File: src/rtl/irq_sched_pkg.sv
// Shared constants for the interrupt scheduler: FSM encoding, register map, widths.
package irq_sched_pkg;

    localparam int unsigned IRQ_LINES = 16;
    localparam int unsigned IRQ_IDX_W = 4;

    localparam logic [1:0] ST_IDLE    = 2'd0;
    localparam logic [1:0] ST_REQ     = 2'd1;
    localparam logic [1:0] ST_SERVICE = 2'd2;

    localparam logic [1:0] REG_PEND = 2'd0;
    localparam logic [1:0] REG_EN   = 2'd1;
    localparam logic [1:0] REG_VEC  = 2'd2;
    localparam logic [1:0] REG_STAT = 2'd3;

endpackage

File: src/rtl/irq_prio_enc.sv
// Lowest-index-wins priority encoder over the active (pending & enabled) lines.
module irq_prio_enc
    import irq_sched_pkg::*;
(
    input  logic [IRQ_LINES-1:0] req_i,
    output logic [IRQ_IDX_W-1:0] idx_o,
    output logic                 vld_o
);

    always_comb begin
        idx_o = '0;
        vld_o = 1'b0;
        // Scan downward so the lowest set index is the last one written.
        for (int i = IRQ_LINES - 1; i >= 0; i--) begin
            if (req_i[i]) begin
                idx_o = i[IRQ_IDX_W-1:0];
                vld_o = 1'b1;
            end
        end
    end

endmodule

File: src/rtl/irq_scheduler.sv
// Memory-mapped interrupt sequencer: edge-latched pending lines, enable mask,
// one vectored request at a time, held until CPU ack and EOI write.
module irq_scheduler
    import irq_sched_pkg::*;
#(
    parameter logic [15:0] BASE_ADDR = 16'h0420,
    parameter int unsigned VEC_SHIFT = 2
) (
    input  logic                 i_clk,
    input  logic                 i_rst,
    input  logic                 i_we,
    input  logic [15:0]          i_addr,
    input  logic [15:0]          i_data,
    output logic [15:0]          o_data,
    input  logic [IRQ_LINES-1:0] i_lines,
    output logic                 o_int,
    output logic [15:0]          o_int_addr,
    output logic [IRQ_IDX_W-1:0] o_int_num,
    input  logic                 i_ack
);

    logic [IRQ_LINES-1:0] pend_q, pend_d, en_q, en_d, prev_q;
    logic [IRQ_LINES-1:0] edges, w1c, ack_clr, active;
    logic [15:0]          vec_q, vec_d, data_q, data_d, addr_q, addr_d;
    logic [1:0]           state_q, state_d;
    logic                 int_q, int_d;
    logic [IRQ_IDX_W-1:0] num_q, num_d, sel_idx;
    logic                 sel_vld;

    logic [15:0] off;
    logic        hit, wr_pend, wr_en, wr_vec, wr_eoi;

    // Offset arithmetic keeps the decode correct for any BASE_ADDR alignment.
    assign off     = i_addr - BASE_ADDR;
    assign hit     = (off[15:2] == 14'd0);
    assign wr_pend = i_we && hit && (off[1:0] == REG_PEND);
    assign wr_en   = i_we && hit && (off[1:0] == REG_EN);
    assign wr_vec  = i_we && hit && (off[1:0] == REG_VEC);
    assign wr_eoi  = i_we && hit && (off[1:0] == REG_STAT);

    assign edges  = i_lines & ~prev_q;
    assign w1c    = wr_pend ? i_data : '0;
    assign active = pend_q & en_q;

    irq_prio_enc u_enc (
        .req_i (active),
        .idx_o (sel_idx),
        .vld_o (sel_vld)
    );

    always_comb begin
        state_d = state_q;
        int_d   = int_q;
        num_d   = num_q;
        addr_d  = addr_q;
        ack_clr = '0;
        case (state_q)
            ST_IDLE: begin
                if (sel_vld) begin
                    state_d = ST_REQ;
                    int_d   = 1'b1;
                    num_d   = sel_idx;
                    addr_d  = vec_q + (16'(sel_idx) << VEC_SHIFT);
                end
            end
            ST_REQ: begin
                // Withdraw checks registered state, so it lags the bus write by a cycle.
                if (i_ack) begin
                    ack_clr[num_q] = 1'b1;
                    int_d          = 1'b0;
                    state_d        = ST_SERVICE;
                end else if (!(pend_q[num_q] && en_q[num_q])) begin
                    int_d   = 1'b0;
                    state_d = ST_IDLE;
                end
            end
            ST_SERVICE: begin
                if (wr_eoi) state_d = ST_IDLE;
            end
            default: state_d = ST_IDLE;
        endcase
    end

    always_comb begin
        // A fresh edge beats a same-cycle clear.
        pend_d = (pend_q & ~(w1c | ack_clr)) | edges;
        en_d   = wr_en  ? i_data : en_q;
        vec_d  = wr_vec ? i_data : vec_q;
        data_d = '0;
        if (!i_we && hit) begin
            case (off[1:0])
                REG_PEND: data_d = pend_q;
                REG_EN:   data_d = en_q;
                REG_VEC:  data_d = vec_q;
                default:  data_d = {state_q == ST_SERVICE, state_q == ST_REQ, 10'b0, num_q};
            endcase
        end
    end

    always_ff @(posedge i_clk) begin
        prev_q <= i_lines;
        if (i_rst) begin
            pend_q  <= '0;
            en_q    <= '0;
            vec_q   <= '0;
            data_q  <= '0;
            addr_q  <= '0;
            num_q   <= '0;
            int_q   <= 1'b0;
            state_q <= ST_IDLE;
        end else begin
            pend_q  <= pend_d;
            en_q    <= en_d;
            vec_q   <= vec_d;
            data_q  <= data_d;
            addr_q  <= addr_d;
            num_q   <= num_d;
            int_q   <= int_d;
            state_q <= state_d;
        end
    end

    assign o_data     = data_q;
    assign o_int      = int_q;
    assign o_int_addr = addr_q;
    assign o_int_num  = num_q;

endmodule

File: config.mk
export PLATFORM = sky130hd
export DESIGN_NAME = irq_scheduler
export DESIGN_NICKNAME = d
export VERILOG_FILES = /design/src/rtl/irq_sched_pkg.sv /design/src/rtl/irq_prio_enc.sv /design/src/rtl/irq_scheduler.sv
export SDC_FILE = /design/constraint.sdc
export NUM_CORES = 1
export LEC_CHECK = 0
export ABC_AREA = 1
export BUFFER_PORTS_ARGS = -buffer_cell sky130_fd_sc_hd__buf_2
export CAP_MARGIN = 20
export CORE_UTILIZATION = 52
export CTS_BUF_LIST = sky130_fd_sc_hd__clkbuf_8
export DETAILED_ROUTE_END_ITERATION = 6
export HOLD_SLACK_MARGIN = 0.1
export PLACE_DENSITY = 0.91
export SLEW_MARGIN = 40
export SYNTH_ARGS = -nofsm -noshare
export SYNTH_HDL_FRONTEND = slang
export SYNTH_SLANG_ARGS = --single-unit
File: constraint.sdc
create_clock -name i_clk -period 2.35 [get_ports i_clk]
set_input_delay 0 -clock i_clk [delete_from_list [all_inputs] [get_ports i_clk]]
set_output_delay 0 -clock i_clk [all_outputs]
set_load 0.03 [all_outputs]
==> results of run 1 <==
cells by family (layout without fill, tap and decap cells):
logic type	after synthesis	after routing	share of synthesized area (%)
buffers and inverters	109	322	9.538
xor gates and xnor gates	9	9	1.702
AOI/OAI and AO/OA	200	200	25.16
and+or+nand+nor	191	191	17.29
DFF	103	103	44.53
adders and majority gates	6	6	1.783
Yosys cell counts, types with 11 or more instances:
master	instances	area share, %
nor2_1	53	4.3
a31oi_1	14	1.9
nand3_1	12	1.3
a21oi_1	55	5.9
o21ai_0	51	5.5
dfxtp_1	103	45
clkbuf_1	14	1.1
o21ai_1	33	3.6
o22ai_1	11	1.5
inv_1	83	6.7
a21oi_2	20	3.8
nand2_1	111	9.0
timing repair:
item | in CTS | in global routing
pin swaps | 17 | 12
hold endpoints to repair | 68 | 0
setup endpoints to repair | 10 | 13
hold buffers | 45 | 0
buffers inserted | 12 | 6
gates resized for setup | 25 | 17
metal layers:
layer / share of wire, % / vias up
met4: 7.7 / 0
met2: 48 / 390
met3: 9.1 / 121
met5: 0 / -
li1: - / 2471
met1: 35 / 2504
per-stage QoR:
stage / cell area (um^2) / worst slack [ns] / TNS [ns] / hold slack [ns] / std cells
after floorplan: 4687 / -0.08383 / -0.08383 / 0.02772 / 618
after global placement: 5705 / -0.2090 / -0.9249 / 0.1178 / 863
after detailed placement: 5705 / -0.3425 / -1.755 / 0.1189 / 863
after CTS: 6543 / -0.2459 / -1.490 / 0.1353 / 933
after global routing: 6661 / -0.8103 / -7.526 / 0.1669 / 939
final: 6661 / -0.5800 / -4.801 / 0.1633 / 939
report_power, final:
part	switching, mW	internal, mW
Sequential	0.0170	1.78
Combinational	0.154	0.151
Clock	0.621	0.702
worst max-delay path: cells and delay by family (launching register included):
family                     cells  cell delay (ns)
and+or+nand+nor               25             1.95
DFF                            1             0.35
buffers and inverters          3             0.23
AOI/OAI and AO/OA              2             0.19
adders and majority gates      1             0.15
flip-flops by register name, indices dropped and copies added (netlist names):
signal and count:
pend_q 16, en_q 16, o_int_num 4, o_int_addr 16
o_int 1, vec_q 16, prev_q 16, state_q 2
o_data 16
cell type report:
type / instances / area [um^2]
fillers: 625 / 2017
flip-flops and latches: 103 / 2072
clock buffers: 9 / 123.9
inverters: 87 / 326.6
well taps: 108 / 135.1
multi-input cells: 406 / 2298
repair buffers: 220 / 1595
clock inverters: 6 / 110.1
how the worst max path moves through the flow:
stage,end,slack [ns],depth (start not counted)
global route,o_int_addr[15]$_SDFFE_PP0P_,-0.81,31
CTS,o_int_addr[14]$_SDFFE_PP0P_,-0.25,28
finish,o_int_addr[15]$_SDFFE_PP0P_,-0.58,31
global placement,o_int_addr[14]$_SDFFE_PP0P_,-0.21,28
detailed placement,o_int_addr[14]$_SDFFE_PP0P_,-0.34,28
floorplan,o_int_addr[14]$_SDFFE_PP0P_,-0.08,28
==> results.yml, run 1 <==
floorplan:
  io_pins: 89
  chipWidth_um: 96.37
  num_rows: 34
  core-area_mm2: 0.008678
  start_util_pct: 53.36
  dieArea_mm2: 0.009286
  fp.dieH_um: 96.37
synthesis:
  yosysWarnings: 0
  synth-seq-cells: 103
  synth_edf_count: 0
  avgSynthCellArea_um2: 7.493
  async_reset_ff_share_pct: 0
  syn_inst: 618
  ys_seq_area_share_pct: 44.53
  yosysUniqueCellTypes: 33
  netlist_area_mm2: 0.004631
  ys.flop_type: "dfxtp_1"
  syn-num-nets: 676
critical_path:
  cp-start-kind: "flip-flop"
  max_stage_delay_ns: 0.35
  critPathKind: "reg2reg"
  worst-r2r-setup-slack_ns: -0.58
  cp-startpoint: "en_q[15]$_SDFFE_PP0P_"
  end_kind: "flip-flop"
  crit_top_cell: "nand2_1"
  cp_max_fo: 2
  worstPathArrival_ns: 3.25
  reg2reg_depth: 31
  crit_slowest_cell: "dfxtp_2"
  timing.rr.end: "o_int_addr[15]$_SDFFE_PP0P_"
  reg2reg_from: "en_q[15]$_SDFFE_PP0P_"
  cp.required_ns: 2.67
hold_path:
  hold_path.class: "in2reg"
  hold_depth: 4
  hold_start: "i_we"
  min_to: "vec_q[4]$_SDFFE_PP0P_"
cells_and_area:
  layout-drive-gt1-share_pct: 31.65
  final_cell_mix: "nand2_1 (103), dfxtp_1 (95), buf_2 (88), inv_1 (80), buf_4 (78)"
  final_nets: 885
  insertedDiodeCount: 0
  finish.utilization_pct: 76.76
  final_common_cell: "nand2_1"
  area_growth_pct: 43.85
sta:
  setup_ws_ns: -0.5800
  finalClockSkew_ns: 0.009376
  slew_viol_final: 0
  finalCritPeriodShare_pct: 124.7
  period_needed_ns: 2.930
  max_freq_ghz: 0.3413
  worst_pin_slew_ns: 0.7967
  relSlewSlack_pct: 46.56
  setup-violations-final: 11
  hold_violations: 0
  rsz0062_at_grt: "yes"
route:
  avgRoutedWirePerCell_um: 18.24
  drt_wl_total_mm: 17.12
  dr.pass1.iters: 6
  drc: 0
  vias_per_cell: 5.842
  via_count: 5486
  ant_nets: 0
  dr.first_iter.drc_count: 628
placed_design:
  routabilityCongestion: 0.9304
  dpl.hpwl_mm: 11.43
  port_buffers: 88
clock_tree:
  cts_tree: "built"
  clkSlewWorstSetupHoldPaths_ns: 0.10
  clkSinkCount: 103
  htree_levels: 3
  clock-root-buffer: "clkbuf_8"
  clockBufferDepth: 2
  cts_buffers: 9
  clk_latency_ns: 0.38
grt:
  antenna_found_initial: 0
  grt_pass1_vias: 5433
  met3_usage_pct: 8.926
  grt_max_degree: 33
  met2_usage_pct: 64.42
  grt_pass1_wl_mm: 26.08
  top_usage_layer: "met2"
  grt_overflow: 0
  grt_usage_pct: 38.14
  met1_usage_pct: 42.83
flow_run:
  drv_cap: 0
pwr:
  ir_drop_uv: 314.1
  p_per_area_mw_per_mm2: 513.9
  design_power_total_mw: 3.423
  total_leakage_power_nw: 3.109
status:
  violations: "setup timing"
  status: "complete, but fails checks"
No activity file was read; power rests on OpenSTA's default activity.
==> run 2, diff against run 1 <==
--- a/config.mk
+++ b/config.mk
@@ -6,13 +6,13 @@
 export NUM_CORES = 1
 export LEC_CHECK = 0
 export ABC_AREA = 1
-export BUFFER_PORTS_ARGS = -buffer_cell sky130_fd_sc_hd__buf_2
+export BUFFER_PORTS_ARGS = -buffer_cell sky130_fd_sc_hd__clkbuf_2
 export CAP_MARGIN = 20
 export CORE_UTILIZATION = 52
 export CTS_BUF_LIST = sky130_fd_sc_hd__clkbuf_8
 export DETAILED_ROUTE_END_ITERATION = 6
 export HOLD_SLACK_MARGIN = 0.1
-export PLACE_DENSITY = 0.91
+export PLACE_DENSITY_LB_ADDON = 0.05
 export SLEW_MARGIN = 40
 export SYNTH_ARGS = -nofsm -noshare
 export SYNTH_HDL_FRONTEND = slang
==> run 2 against run 1 <==
Compared with the run above: critical path depth is 10 lower; the run still ends with setup timing left; critical path type unchanged; non-clock buffer count is 26 lower; sequential power hardly changed.
==> results.yml, run 2 (synthesis gave the netlist of run 1 again) <==
route:
  via_count: 4926
  vias_per_cell: 5.389
  drc: 0
  dr.first_iter.drc_count: 233
  drt_wl_total_mm: 14.90
  ant_nets: 0
  dr.pass1.iters: 4
  avgRoutedWirePerCell_um: 16.30
sta:
  slew_viol_final: 0
  hold_violations: 0
  rsz0062_at_grt: "yes"
  max_freq_ghz: 0.3755
  setup_ws_ns: -0.3131
  finalHoldWorstSlack_ns: 0.1326
  setup_tns_ns: -1.916
  finalCritPeriodShare_pct: 113.3
  setup-violations-final: 9
  finalClockSkew_ns: 0.02108
  worst_pin_slew_ns: 0.6026
  period_needed_ns: 2.663
  relSlewSlack_pct: 59.83
cells_and_area:
  finish.utilization_pct: 72.90
  multi_input_area_mm2: 0.002258
  insertedDiodeCount: 0
  final_nets: 859
  regArea_mm2: 0.002067
  final_common_cell: "nand2_1"
  final_cell_mix: "nand2_1 (104), dfxtp_1 (99), clkbuf_2 (88), inv_1 (80), buf_4 (66)"
  area_growth_pct: 36.61
  nFillCells: 735
  layout-drive-gt1-share_pct: 29.53
critical_path:
  critPathKind: "reg2reg"
  cp_max_fo: 3
  cp.required_ns: 2.68
  end_kind: "flip-flop"
  cp-start-kind: "flip-flop"
  worstPathArrival_ns: 2.99
  reg2reg_from: "en_q[15]$_SDFFE_PP0P_"
  worst-r2r-setup-slack_ns: -0.31
  timing.rr.end: "o_int_addr[15]$_SDFFE_PP0P_"
  reg2reg_depth: 21
placed_design:
  dpl.hpwl_mm: 10.66
  routabilityCongestion: 0.9928
  port_buffers: 88
pwr:
  internal-power_mw: 2.311
  combPwrFrac_pct: 9.0
  total_leakage_power_nw: 2.924
  switching_share_pct: 26.07
  p_per_area_mw_per_mm2: 494.2
  ir_drop_uv: 367.2
  clockPowerShare_pct: 33.6
  seqPwrFrac_pct: 57.4
  p_sw_mw: 0.8150
floorplan:
  start_util_pct: 53.36
  io_pins: 89
  dieArea_mm2: 0.009286
  num_rows: 34
  fp.dieH_um: 96.37
  chipWidth_um: 96.37
  core-area_mm2: 0.008678
clock_tree:
  htree_levels: 3
  clkSinkCount: 103
  clock-root-buffer: "clkbuf_8"
  clk_latency_ns: 0.38
  clkSlewWorstSetupHoldPaths_ns: 0.12
  clockBufferDepth: 2
  cts_buffers: 9
  cts_tree: "built"
status:
  status: "complete, but fails checks"
  violations: "setup timing"
grt:
  grt_max_degree: 52
  grt_usage_pct: 32.94
  met1_usage_pct: 37.63
  antenna_found_initial: 0
  met2_usage_pct: 57.74
  grt_pass1_vias: 4669
  top_usage_layer: "met2"
  grt_overflow: 0
  grt_pass1_wl_mm: 22.47
  met3_usage_pct: 6.003
hold_path:
  hold_start: "i_addr[1]"
  hold_path.class: "in2reg"
  min_to: "o_data[13]$_SDFF_PP0_"
  hold_depth: 5
flow_run:
  drv_cap: 0
[run 2: routing by layer]
layer	up-vias	wire [um]
met3	54	825
met4	0	751
met1	2253	5887
met2	196	7437
met5	-	0
li1	2423	-
[run 2: stage by stage]
stage | setup WS [ns] | cell area (um^2) | power [mW] | std cells
floorplan | -0.08383 | 4687 | 1.939 | 618
global placement | -0.2344 | 5660 | 2.058 | 857
detailed placement | -0.2939 | 5660 | 2.064 | 857
CTS | -0.2229 | 6250 | 3.138 | 911
global route | -0.5375 | 6326 | 3.239 | 914
finish | -0.3131 | 6326 | 3.126 | 914
[run 2: worst max-delay path by stage]
stage	endpoint	startpoint	cells past startpoint
3_3_place_gp	o_int_addr[14]$_SDFFE_PP0P_	en_q[15]$_SDFFE_PP0P_	28
4_1_cts	o_int_addr[14]$_SDFFE_PP0P_	en_q[15]$_SDFFE_PP0P_	28
2_1_floorplan	o_int_addr[14]$_SDFFE_PP0P_	en_q[15]$_SDFFE_PP0P_	28
3_5_place_dp	o_int_addr[14]$_SDFFE_PP0P_	en_q[15]$_SDFFE_PP0P_	28
6_report	o_int_addr[15]$_SDFFE_PP0P_	en_q[15]$_SDFFE_PP0P_	21
5_1_grt	o_int_addr[14]$_SDFFE_PP0P_	en_q[15]$_SDFFE_PP0P_	28
[run 2: area by class of cell]
class / count / share of cell area (%)
inverters: 87 / 5.162
multi-input cells: 406 / 35.70
repair buffers: 194 / 21.50
clock inverters: 7 / 0.8703
flip-flops and latches: 103 / 32.67
clock buffers: 9 / 1.958
well taps: 108 / 2.136
[run 2: power by group through the flow]
stage               sequential [mW]  clock [mW]  combinational (mW)
finish                         1.79        1.05               0.283
global route                   1.80        1.13               0.310
CTS                            1.79        1.07               0.278
detailed placement             1.83           0               0.232
global placement               1.83           0               0.227
floorplan                      1.83           0               0.107
[run 2: critical path: stages (launching register included)]
cell and delay [ns]:
dfxtp_2 0.34, nand2_2 0.08, buf_4 0.10, buf_4 0.09, nand2_2 0.05, a31oi_1 0.13, nor2_1 0.06, o211ai_1 0.19
a31oi_2 0.15, ha_1 0.31, nand3_2 0.07, nand3_2 0.08, nand2_2 0.06, nand2_4 0.08, nand3_4 0.07, inv_2 0.07
nand4_1 0.13, nor2_2 0.17, nand3_2 0.11, o21ai_2 0.15, a21oi_2 0.05, nor2_1 0.08
[run 2: repair_timing]
item / in CTS / in global routing
endpoints found under the setup margin: 9 / 12
hold buffers: 35 / 0
setup buffers: 6 / 3
resized for setup: 13 / 12
hold endpoints to repair: 66 / 0
pin swaps: 9 / 4
==> run 3, diff against run 2 <==
--- a/config.mk
+++ b/config.mk
@@ -8,8 +8,9 @@
 export ABC_AREA = 1
 export BUFFER_PORTS_ARGS = -buffer_cell sky130_fd_sc_hd__clkbuf_2
 export CAP_MARGIN = 20
-export CORE_UTILIZATION = 52
+export CORE_UTILIZATION = 55
 export CTS_BUF_LIST = sky130_fd_sc_hd__clkbuf_8
+export CTS_CLUSTER_DIAMETER = 200
 export DETAILED_ROUTE_END_ITERATION = 6
 export HOLD_SLACK_MARGIN = 0.1
 export PLACE_DENSITY_LB_ADDON = 0.05
==> constraint.sdc (replaced) <==
create_clock -name i_clk -period 2.9 [get_ports i_clk]
set_input_delay 0 -clock i_clk [delete_from_list [all_inputs] [get_ports i_clk]]
set_output_delay 0 -clock i_clk [all_outputs]
set_load 0.03 [all_outputs]
==> run 3 against run 2 <==
Compared with the run above: sequential share of layout area rose by 2.4 points; critical endpoint is now o_int_addr[14]$_SDFFE_PP0P_; the run now ends clean; non-clock buffer count fell by 54; fmax fell by 5.9%.
==> results.yml, run 3 (synthesis gave the netlist of run 1 again) <==
sta:
  max_freq_ghz: 0.3533
  setup-violations-final: 0
  finalCritPeriodShare_pct: 97.61
  rsz0062_at_grt: "yes"
  slew_viol_final: 0
  period_needed_ns: 2.831
  relSlewSlack_pct: 54.97
  worst_pin_slew_ns: 0.6739
  hold_violations: 0
  finalHoldWorstSlack_ns: 0.1435
  finalClockSkew_ns: 0.01331
placed_design:
  routabilityCongestion: 0.9396
  dpl.hpwl_mm: 10.08
  port_buffers: 88
grt:
  grt_pass1_wl_mm: 22.57
  grt_pass1_vias: 4514
  grt_max_degree: 52
  grt_overflow: 0
  grt_usage_pct: 33.86
  antenna_found_initial: 0
floorplan:
  core-area_mm2: 0.008175
  start_util_pct: 56.64
  chipWidth_um: 93.76
  dieArea_mm2: 0.008790
  io_pins: 89
  fp.dieH_um: 93.76
  num_rows: 33
route:
  dr.pass1.iters: 5
  vias_per_cell: 5.574
  drt_wl_total_mm: 14.32
  via_count: 4777
  dr.first_iter.drc_count: 315
  ant_nets: 0
  avgRoutedWirePerCell_um: 16.71
  drc: 0
critical_path:
  crit_slowest_cell: "dfxtp_1"
  cp_max_fo: 3
  critPathKind: "reg2reg"
  timing.rr.end: "o_int_addr[14]$_SDFFE_PP0P_"
  path_buf_inv: 3
  worstPathArrival_ns: 3.09
  worst-r2r-setup-slack_ns: 0.07
  reg2reg_depth: 16
  reg2reg_from: "pend_q[7]$_SDFF_PP0_"
  end_kind: "flip-flop"
  max_stage_delay_ns: 0.36
  cp_top_family: "simple AND/OR/NAND/NOR gates"
  cp-start-kind: "flip-flop"
  crit_chain: "nand2_1, nand2_1, nor2_1, inv_1, nor3_1, ha_1, inv_1, o21ai_0, a31oi_4, nor2_2, nand3_1, nor2_2, nand3_1, buf_4, a21oi_1, nor2_1"
  cp.required_ns: 3.16
flow_run:
  drv_cap: 0
clock_tree:
  cts_buffers: 9
  clockBufferDepth: 2
  clkSinkCount: 103
  clk_latency_ns: 0.37
  htree_levels: 3
  clkSlewWorstSetupHoldPaths_ns: 0.11
  clock-root-buffer: "clkbuf_8"
  cts_tree: "built"
hold_path:
  min_to: "state_q[1]$_SDFFE_PP0P_"
  hold_start: "i_we"
  hold_path.class: "in2reg"
  hold_depth: 4
cells_and_area:
  insertedDiodeCount: 0
  layout-drive-gt1-share_pct: 23.27
  final_cell_mix: "nand2_1 (107), dfxtp_1 (99), clkbuf_2 (88), inv_1 (80), a21oi_1 (55)"
  final_common_cell: "nand2_1"
  nFillCells: 667
  regArea_mm2: 0.002067
  multi_input_area_mm2: 0.002216
  final_nets: 805
  area_growth_pct: 27.34
status:
  status: "finished, final reports clean"
pwr:
  p_sw_mw: 0.6558
  switching_share_pct: 24.98
  design_power_total_mw: 2.626
  ir_drop_uv: 271.1
  combPwrFrac_pct: 7.6
  clockPowerShare_pct: 36.8
  internal-power_mw: 1.970
  total_leakage_power_nw: 2.655
  seqPwrFrac_pct: 55.6
  p_per_area_mw_per_mm2: 445.3
## run 3: worst register-to-register path: stages, from the launching register on
cell and delay (ns):
dfxtp_1 0.36, nand2_1 0.17, nand2_1 0.10, nor2_1 0.15
inv_1 0.07, nor3_1 0.31, ha_1 0.27, inv_1 0.09
o21ai_0 0.34, a31oi_4 0.08, nor2_2 0.12, nand3_1 0.11
nor2_2 0.15, nand3_1 0.09, buf_4 0.14, a21oi_1 0.13
nor2_1 0.05
## run 3: worst max-delay path by stage
stage / startpoint / end / slack (ns) / cells after the start
2_1_floorplan: en_q[14]$_SDFFE_PP0P_ / o_int_addr[14]$_SDFFE_PP0P_ / 0.30 / 27
3_5_place_dp: pend_q[15]$_SDFF_PP0_ / o_int_addr[15]$_SDFFE_PP0P_ / 0.07 / 31
6_report: pend_q[7]$_SDFF_PP0_ / o_int_addr[14]$_SDFFE_PP0P_ / 0.07 / 16
4_1_cts: pend_q[15]$_SDFF_PP0_ / o_int_addr[15]$_SDFFE_PP0P_ / 0.03 / 31
5_1_grt: en_q[15]$_SDFFE_PP0P_ / o_int_addr[15]$_SDFFE_PP0P_ / -0.26 / 31
3_3_place_gp: pend_q[14]$_SDFF_PP0_ / o_int_addr[14]$_SDFFE_PP0P_ / 0.09 / 27
## run 3: layout make-up
class	count	share of cell area, %
well taps	105	2.228
clock buffers	10	2.334
flip-flops and latches	103	35.05
inverters	87	5.538
repair buffers	140	16.00
multi-input cells	406	37.58
clock inverters	6	1.273
## run 3: stage by stage
stage / setup WS, ns / instances / setup TNS [ns] / instance area [um^2] / util, %
finish: 0.06944 / 857 / 0 / 5897 / 72.13
global route: -0.2564 / 857 / -0.6179 / 5897 / 72.13
CTS: 0.02698 / 853 / 0 / 5773 / 70.62
detailed placement: 0.07453 / 802 / 0 / 5210 / 63.73
global placement: 0.08720 / 802 / 0 / 5210 / 63.73
floorplan: 0.2979 / 618 / 0 / 4631 / -
## run 3: metal layers
layer	global-route usage, %	share of wire [%]	vias up
met5	0	0	-
met4	21.67	5.6	0
met3	4.450	6.1	57
met2	56.57	48	215
met1	40.79	40	2188
li1	-	-	2317
## run 3: what timing repair did
item	CTS	global route
hold endpoints to repair	66	0
hold buffers	35	0
gates resized for setup	0	28
endpoints found under the setup margin	0	8
setup buffers	0	4
## run 3: power groups by stage
stage | Sequential [mW] | Clock [mW] | Combinational [mW]
detailed placement | 1.49 | 0 | 0.159
global placement | 1.49 | 0 | 0.155
floorplan | 1.48 | 0 | 0.0867
CTS | 1.46 | 0.976 | 0.196
global route | 1.46 | 1.03 | 0.221
finish | 1.46 | 0.966 | 0.201
